`config.mk`:
```
export PLATFORM = sky130hd
export DESIGN_NAME = m31_addsub_pipe_flat
export DESIGN_NICKNAME = d
export VERILOG_FILES = /design/src/rtl/m31_pkg.sv /design/src/rtl/m31_addsub_pipe_if.sv /design/src/rtl/m31_lane_reduce.sv /design/src/rtl/m31_addsub_pipe.sv /design/src/flat_wrapper.sv
export SDC_FILE = /design/constraint.sdc
export NUM_CORES = 2
export LEC_CHECK = 0
export BUFFER_PORTS_ARGS = -buffer_cell sky130_fd_sc_hd__buf_2
export CORE_AREA = 2 2 581 583
export CTS_CLUSTER_SIZE = 20
export DETAILED_ROUTE_END_ITERATION = 8
export DIE_AREA = 0 0 583 585
export GPL_ROUTABILITY_DRIVEN = 1
export GPL_TIMING_DRIVEN = 0
export MAX_ROUTING_LAYER = met4
export PLACE_DENSITY = 0.48
export REMOVE_ABC_BUFFERS = 1
export SLEW_MARGIN = 20
export SYNTH_ARGS = -nofsm -noshare
export SYNTH_HDL_FRONTEND = slang
export SYNTH_SLANG_ARGS = --single-unit
```
`constraint.sdc`:
```
create_clock -name clk -period 15.8 [get_ports clk]
set_input_delay 1.58 -clock clk [delete_from_list [all_inputs] [get_ports clk]]
set_output_delay 1.58 -clock clk [all_outputs]
set_load 0.01 [all_outputs]
```
`src/rtl/m31_pkg.sv`:
```
// Shared Mersenne-31 field definitions for the Monolith datapath.
// The pipeline and lane-reduce modules import this package.
package m31_pkg;

  localparam int unsigned M31_W = 31;
  localparam logic [30:0] M31_P = 31'h7FFFFFFF;

  typedef logic [M31_W-1:0] m31_t;

  // Modulus 2^w - 1 for an arbitrary Mersenne exponent (w < 64).
  function automatic logic [63:0] mersenne_modulus(input int unsigned w);
    return (64'd1 << w) - 64'd1;
  endfunction

endpackage

```
`src/rtl/m31_addsub_pipe_if.sv`:
```
// Transaction bundle for m31_addsub_pipe: input side (in_*) and result side (out_*).
// Handshake: a beat transfers on a rising edge where valid && ready; ready may
// depend on the partner's signals, valid never waits for ready.
interface m31_addsub_pipe_if #(
  parameter int W         = 31,
  parameter int LANES     = 16,
  parameter int TAG_WIDTH = 4
);

  logic                 in_valid;
  logic                 in_ready;
  logic                 in_sub;
  logic [LANES*W-1:0]   in_a;
  logic [LANES*W-1:0]   in_b;
  logic [TAG_WIDTH-1:0] in_tag;

  logic                 out_valid;
  logic                 out_ready;
  logic [LANES*W-1:0]   out_res;
  logic [TAG_WIDTH-1:0] out_tag;

  modport master (
    output in_valid, in_sub, in_a, in_b, in_tag, out_ready,
    input  in_ready, out_valid, out_res, out_tag
  );

  modport slave (
    input  in_valid, in_sub, in_a, in_b, in_tag, out_ready,
    output in_ready, out_valid, out_res, out_tag
  );

endinterface

```
`src/rtl/m31_lane_reduce.sv`:
```
// Single-lane fold of a (W+1)-bit raw sum into a canonical residue mod 2^W - 1.
module m31_lane_reduce
  import m31_pkg::*;
#(
  parameter int W = M31_W
) (
  input  logic [W:0]   s,
  output logic [W-1:0] r
);

  localparam logic [W-1:0] P = W'(mersenne_modulus(W));

  logic [W-1:0] fold;

  // s <= 2p, so the end-around carry cannot overflow W bits.
  always_comb begin
    fold = s[W-1:0] + {{(W-1){1'b0}}, s[W]};
    r    = (fold == P) ? '0 : fold;
  end

endmodule

```
`src/rtl/m31_addsub_pipe.sv`:
```
// Two-stage, back-pressurable multi-lane add/sub over GF(2^W - 1).
// Optional build macro: M31_ADDSUB_STATS_EN adds the out_count transfer counter.
module m31_addsub_pipe
  import m31_pkg::*;
#(
  parameter int W         = M31_W,
  parameter int LANES     = 16,
  parameter int TAG_WIDTH = 4
) (
  input  logic               clk,
  input  logic               rst,
  m31_addsub_pipe_if.slave   bus
`ifdef M31_ADDSUB_STATS_EN
  ,
  output logic [31:0]        out_count
`endif
);

  logic                 s1_valid;
  logic                 s2_valid;
  logic                 s1_move;
  logic                 accept;
  logic [W:0]           s1_raw   [LANES];
  logic [W:0]           raw_next [LANES];
  logic [TAG_WIDTH-1:0] s1_tag;
  logic [TAG_WIDTH-1:0] s2_tag;
  logic [LANES*W-1:0]   s2_res;
  logic [LANES*W-1:0]   reduced;

  // Stage 1 may advance whenever stage 2 is empty or being drained.
  assign s1_move       = !s2_valid || bus.out_ready;
  assign bus.in_ready  = !s1_valid || s1_move;
  assign accept        = bus.in_valid && bus.in_ready;

  assign bus.out_valid = s2_valid;
  assign bus.out_res   = s2_res;
  assign bus.out_tag   = s2_tag;

  for (genvar l = 0; l < LANES; l++) begin : g_lane
    logic [W-1:0] a_l;
    logic [W-1:0] b_l;

    // For b in [0, p], ~b is p - b, so subtraction reuses the adder.
    assign a_l         = bus.in_a[l*W +: W];
    assign b_l         = bus.in_sub ? ~bus.in_b[l*W +: W] : bus.in_b[l*W +: W];
    assign raw_next[l] = {1'b0, a_l} + {1'b0, b_l};

    m31_lane_reduce #(.W(W)) u_reduce (
      .s (s1_raw[l]),
      .r (reduced[l*W +: W])
    );
  end

  always_ff @(posedge clk) begin
    if (rst) begin
      s1_valid <= 1'b0;
      s2_valid <= 1'b0;
      s1_tag   <= '0;
      s2_tag   <= '0;
      s2_res   <= '0;
      for (int l = 0; l < LANES; l++) begin
        s1_raw[l] <= '0;
      end
    end else begin
      if (bus.in_ready) begin
        s1_valid <= bus.in_valid;
      end
      if (accept) begin
        s1_tag <= bus.in_tag;
        for (int l = 0; l < LANES; l++) begin
          s1_raw[l] <= raw_next[l];
        end
      end
      if (s1_move) begin
        s2_valid <= s1_valid;
        if (s1_valid) begin
          s2_res <= reduced;
          s2_tag <= s1_tag;
        end
      end
    end
  end

`ifdef M31_ADDSUB_STATS_EN
  always_ff @(posedge clk) begin
    if (rst) begin
      out_count <= '0;
    end else if (s2_valid && bus.out_ready) begin
      out_count <= out_count + 32'd1;
    end
  end
`endif

endmodule
```
`src/flat_wrapper.sv`:
```
// flat-port wrapper written by rule: the top's interface ports become plain ports
module m31_addsub_pipe_flat import m31_pkg::*;
#(
  parameter int W         = M31_W,
  parameter int LANES     = 16,
  parameter int TAG_WIDTH = 4
)
  (clk, rst, bus_in_valid, bus_in_sub, bus_in_a, bus_in_b, bus_in_tag, bus_out_ready, bus_in_ready, bus_out_valid, bus_out_res, bus_out_tag);
  m31_addsub_pipe_if #(.W(W), .LANES(LANES), .TAG_WIDTH(TAG_WIDTH)) bus_i ();
  input  logic clk;
  input  logic rst;
  input wire logic [$bits(bus_i.in_valid)-1:0] bus_in_valid;
  input wire logic [$bits(bus_i.in_sub)-1:0] bus_in_sub;
  input wire logic [$bits(bus_i.in_a)-1:0] bus_in_a;
  input wire logic [$bits(bus_i.in_b)-1:0] bus_in_b;
  input wire logic [$bits(bus_i.in_tag)-1:0] bus_in_tag;
  input wire logic [$bits(bus_i.out_ready)-1:0] bus_out_ready;
  output wire logic [$bits(bus_i.in_ready)-1:0] bus_in_ready;
  output wire logic [$bits(bus_i.out_valid)-1:0] bus_out_valid;
  output wire logic [$bits(bus_i.out_res)-1:0] bus_out_res;
  output wire logic [$bits(bus_i.out_tag)-1:0] bus_out_tag;
  assign bus_i.in_valid = bus_in_valid;
  assign bus_i.in_sub = bus_in_sub;
  assign bus_i.in_a = bus_in_a;
  assign bus_i.in_b = bus_in_b;
  assign bus_i.in_tag = bus_in_tag;
  assign bus_i.out_ready = bus_out_ready;
  assign bus_in_ready = bus_i.in_ready;
  assign bus_out_valid = bus_i.out_valid;
  assign bus_out_res = bus_i.out_res;
  assign bus_out_tag = bus_i.out_tag;
  m31_addsub_pipe #(.W(W), .LANES(LANES), .TAG_WIDTH(TAG_WIDTH)) u_core (.clk(clk), .rst(rst), .bus(bus_i));
endmodule
```
## Word-level counts from Yosys, hierarchy flattened

Memories as Yosys holds them, arrays and structs flattened.
Cells that the tools add are included.
Widths: inputs -> output; s select.

| word-level totals | value |
|---|---|
| flip-flop bits (word level) | 506 |
| bits in writable memories | 512 |
| input port bits | 1001 |
| output and inout bits | 502 |
| word-level logic and storage cells | 145 |
| memories kept | 1 |

| cells by class | value |
|---|---|
| add/sub/neg operators | 32 |
| equal/unequal tests | 16 |
| multiplexer cells | 53 |
| bitwise logic cells | 32 |
| reductions and logical operators | 6 |

Memories:

| name | words | bits a word | rd ports | clocked after Yosys merged registers in | wr ports | RTL line | text |
|---|---|---|---|---|---|---|---|
| u_core.s1_raw | 16 | 32 | 16 | 0 | 16 | m31_addsub_pipe.sv:23 | `logic [W:0] s1_raw [LANES];` |

Operator list:

| operator | number |
|---|---|
| $mux 31 | 32 |
| $add 31x31->32 | 16 |
| $mux 32 | 16 |
| $add 31x1->31 | 16 |
| $eq 31x31->1 const B | 16 |
| $not 31->31 | 16 |
| $or 1x1->1 | 16 |
| $mux 1 | 5 |
| $logic_not 1->1 | 2 |
| $logic_or 1x1->1 | 2 |
| $reduce_and 2->1 | 1 |
| $logic_and 1x1->1 | 1 |

## Longest topological paths before layout

| depth | value |
|---|---|
| depth in word-level cells | 8 |
| gate-level depth with buffers | 17 |

## Cells and area by module

From an unflattened synthesis, not the netlist that was laid out.

| second synthesis, totals | value |
|---|---|
| cells, all modules | 9875 |
| area, all modules | 81628.3 µm² |

Modules (own cells, without submodules):

| module | instances | cells an instance | area an instance (µm²) | sequential area each (µm²) |
|---|---|---|---|---|
| m31_addsub_pipe | 1 | 7290 | 64335.5 | 25504.5 |
| m31_lane_reduce (u_core.g_lane[0].u_reduce ...) | 15 | 162 | 1088.5 | 0.0 |
| m31_lane_reduce (u_core.g_lane[9].u_reduce) | 1 | 155 | 964.7 | 0.0 |

## Least setup slack after synthesis

OpenSTA, ideal clock, no wires.

| path | value |
|---|---|
| path kind | in2reg |
| start | in bus_out_ready |
| end | mem u_core.s1_raw[0][0] (netlist bit) (enable) |
| library setup time | 857 ps |
| data arrival time | 11778 ps |
| required time | 14943 ps |
| slack | 3165 ps |
| stages | 4 |
| cells stage by stage | nor2b_1 nand2_1 a21oi_1 inv_1 |

RTL lines:

| item | RTL line | text |
|---|---|---|
| from (decl) | flat_wrapper.sv:17 | `input wire logic [$bits(bus_i.out_ready)-1:0] bus_out_ready;` |
| to (decl) | m31_addsub_pipe.sv:23 |  |

==> flow_metrics.env <==
export IMPL_outcome="finished, final reports clean"
export IMPL_r2r_start="u_core.s1_raw[0][351]"
export IMPL_final_min_clock_period_ps=6470
export IMPL_rrSetupSlack_ps=11340
export IMPL_die_area_um2=341000
export IMPL_dpl_hpwl_um=297000
export IMPL_max_slew_margin=0.251
export IMPL_cts_hold_buf=0
export IMPL_synthTopCellsByCount="xor2_1 (939), nand2_1 (874), nor2_1 (816)"
export IMPL_rsz0062_at_grt="no"
export IMPL_fill_cells=36600
export IMPL_synth_edf_count=512
export IMPL_clock_fmax_mhz=155
export IMPL_ys_seq_area_frac=0.346
export IMPL_final_layout_size_suffix_gt1_frac=0.191
export IMPL_antenna_found_initial=160
export IMPL_startpoint="bus_in_sub"
export IMPL_synth_largest_area_cell="edfxtp_1"
export IMPL_ys_warn_count=0
export IMPL_grt_max_degree=94
export IMPL_avgSynthCellArea_um2=8.77
export IMPL_ir_drop_mv=0.0622
export IMPL_final_max_slew_viol_count=0
export IMPL_hp_class="reg2reg"
export IMPL_clkTransAtPathRegs_ps=60
export IMPL_ctsResizeCount=0
export IMPL_drtAntennaViolNets=0
export IMPL_firstDrtPassIters=6
export IMPL_syn_area_um2=73800
export IMPL_nets=11401
export IMPL_ys_flop_type="edfxtp_1"
export IMPL_setup_violations=0
export IMPL_cp_required_ps=16380
export IMPL_avgRoutedWirePerCell_um=24.3
export IMPL_routed_wl_um=351000
export IMPL_initialDrtViolationCount=4036
export IMPL_finalPower_mw=9.36
export IMPL_p_leak_nw=38.3
export IMPL_ctsRootBufferMaster="clkbuf_16"
export IMPL_num_io_pins=1503
export IMPL_worstPathMaxFanout=69
export IMPL_power_density_nw_per_um2=102
export IMPL_num_rows=213
export IMPL_vias_per_cell=4.67
export IMPL_grt_pass1_vias=64989
export IMPL_crit_path_end_kind="register"
export IMPL_startpoint_type="input pin"
export IMPL_portBuffers=1502
export IMPL_die_h_um=585
export IMPL_route_detailed_drc=0
export IMPL_whs_ps=443
export IMPL_async_reset_ff_frac=0
export IMPL_cts_buffers=139
export IMPL_cts_tree="built"
export IMPL_hold_depth=2
export IMPL_area_delta_synth_final_pct=24.8
export IMPL_finalSetupTns_ps=0
export IMPL_arrival_ps=7050
export IMPL_clk_latency_ps=810
export IMPL_yosysUniqueCellTypes=104
export IMPL_gp_congestion=0.957
export IMPL_synth_most_common_cell="xor2_1"
export IMPL_synthesis_instances=8410
export IMPL_cts_max_path_buffers=4
export IMPL_placed_area_um2=87200
export IMPL_worstHoldStart="u_core.bus.out_res[344]"
export IMPL_r2r_cells=12
export IMPL_via_count=67460
export IMPL_cts_setup_buffers=0
export IMPL_ys_ff_latch=1018
export IMPL_fp_coreArea_um2=335000
export IMPL_synth_area_leaders="edfxtp_1 (21%), dfxtp_1 (14%), xor2_1 (11%)"
export IMPL_cts_htree_levels=4
export IMPL_gr_usage_all_layers=0.202
export IMPL_start_util=0.220
export IMPL_period_share=0.410
export IMPL_cts_sinks=1018
export IMPL_timing_worst_setup_path_type="in2reg"
export IMPL_synth_top_area_share=0.208
export IMPL_grt_pass1_wl_um=483000
export IMPL_fin_util=0.275
export IMPL_final_area_um2=92100
export IMPL_fp_dieW_um=583
export IMPL_overflow=0
export IMPL_holdPathEnd="u_core.bus.out_res[344]"
export IMPL_drv_cap=0
export IMPL_timing_rr_end="u_core.bus.out_res[338]"
export IMPL_fin_skew_ps=49.4
export IMPL_tightest_slew_ps=1110
export IMPL_finalHoldViolations=0
routing by layer:
metal | GRT usage | wire [µm] | share of wire
met3 | 0.0622 | 28700 | 0.082
met4 | 0.0744 | 13800 | 0.039
met1 | 0.233 | 144000 | 0.41
met2 | 0.329 | 164000 | 0.47
met5 | - | 0 | 0
where the power goes:
group / internal, mW / leakage [nW] / switching (mW)
clock: 1.91 / 2.25 / 1.34
combinational: 1.08 / 26.4 / 1.64
sequential: 3.10 / 9.71 / 0.298
layout make-up:
cell class                 instances  area [µm²]  share of cell area
sequential                      1018       25500               0.277
tap                             4407        5510              0.0599
inverter                         194         736             0.00799
timing repair buffer            1566        9050              0.0983
clock buffer                     206        4200              0.0456
multi-input combinational       6890       46400               0.503
clock inverter                    45         445             0.00484
antenna                          107         268             0.00291
worst max-delay path: stages:
cell	delay [ps]
buf_8	320
buf_16	290
buf_16	390
xor2_1	190
ha_1	220
fa_1	240
a211oi_1	120
o21ai_0	330
a21oi_1	220
o31ai_1	950
a41oi_1	310
nor2b_1	560
a31oi_1	250
o211ai_1	250
a21oi_1	120
mux2i_1	360
cells in the final DEF, fill, tap and decap left out, types with 34 or more instances in the layout:
cell type / n
edfxtp_1: 512
nand2_1: 873
ha_1: 575
or3_1: 54
o21ai_1: 50
nand3_1: 295
and3_1: 114
o21a_1: 84
nor2b_1: 91
o211ai_1: 34
o21bai_1: 54
buf_16: 39
clkbuf_1: 34
dfxtp_1: 506
nand2b_1: 71
and2_1: 61
nand3b_1: 34
a21oi_1: 405
clkbuf_16: 151
nand4_1: 156
buf_2: 1502
xnor2_1: 390
diode_2: 107
a32o_1: 51
nor2_1: 812
inv_1: 193
xor2_1: 938
nor3_1: 184
a211oi_1: 98
nor4_1: 38
a31oi_1: 61
and4_1: 35
o21ai_0: 593
a21o_1: 251
logic make-up (layout without fill, tap and decap cells):
logic type | Yosys count | in the layout | synth area share
multiplexers | 17 | 17 | 0.00234
AO/OA/AOI/OAI | 1981 | 1981 | 0.172
XOR/XNOR | 1329 | 1329 | 0.158
AND/OR/NAND/NOR | 2972 | 2972 | 0.193
other | 0 | 107 | 0
buffers and inverters | 502 | 2011 | 0.0273
adder cells (fa/ha/maj) | 591 | 591 | 0.102
flip-flops | 1018 | 1018 | 0.346
flip-flops by register name, summed over array words and instances (netlist names):
name                  count
u_core.s1_tag             4
u_core.bus.out_res      496
u_core.s1_valid           1
u_core.bus.out_tag        4
u_core.s1_raw           512
u_core.bus.out_valid      1
stage by stage:
step | std cells | worst slack, ps
2_1_floorplan | 8102 | -1870
3_3_place_gp | 14011 | -40520
3_5_place_dp | 14075 | 8240
4_1_cts | 14326 | 9160
5_1_grt | 14411 | 9060
6_report | 14433 | 9330
worst max path at each step:
| stage | end | cells past startpoint |
|---|---|---|
| after floorplan | u_core.bus.out_res[33] | 5 |
| after global placement | u_core.bus.out_res[60] | 5 |
| after detailed placement | u_core.s1_raw[0][318] | 16 |
| after CTS | u_core.s1_raw[0][318] | 16 |
| after global routing | u_core.s1_raw[0][318] | 16 |
| final | u_core.s1_raw[0][318] | 16 |
(Power assumes the default switching activity.)
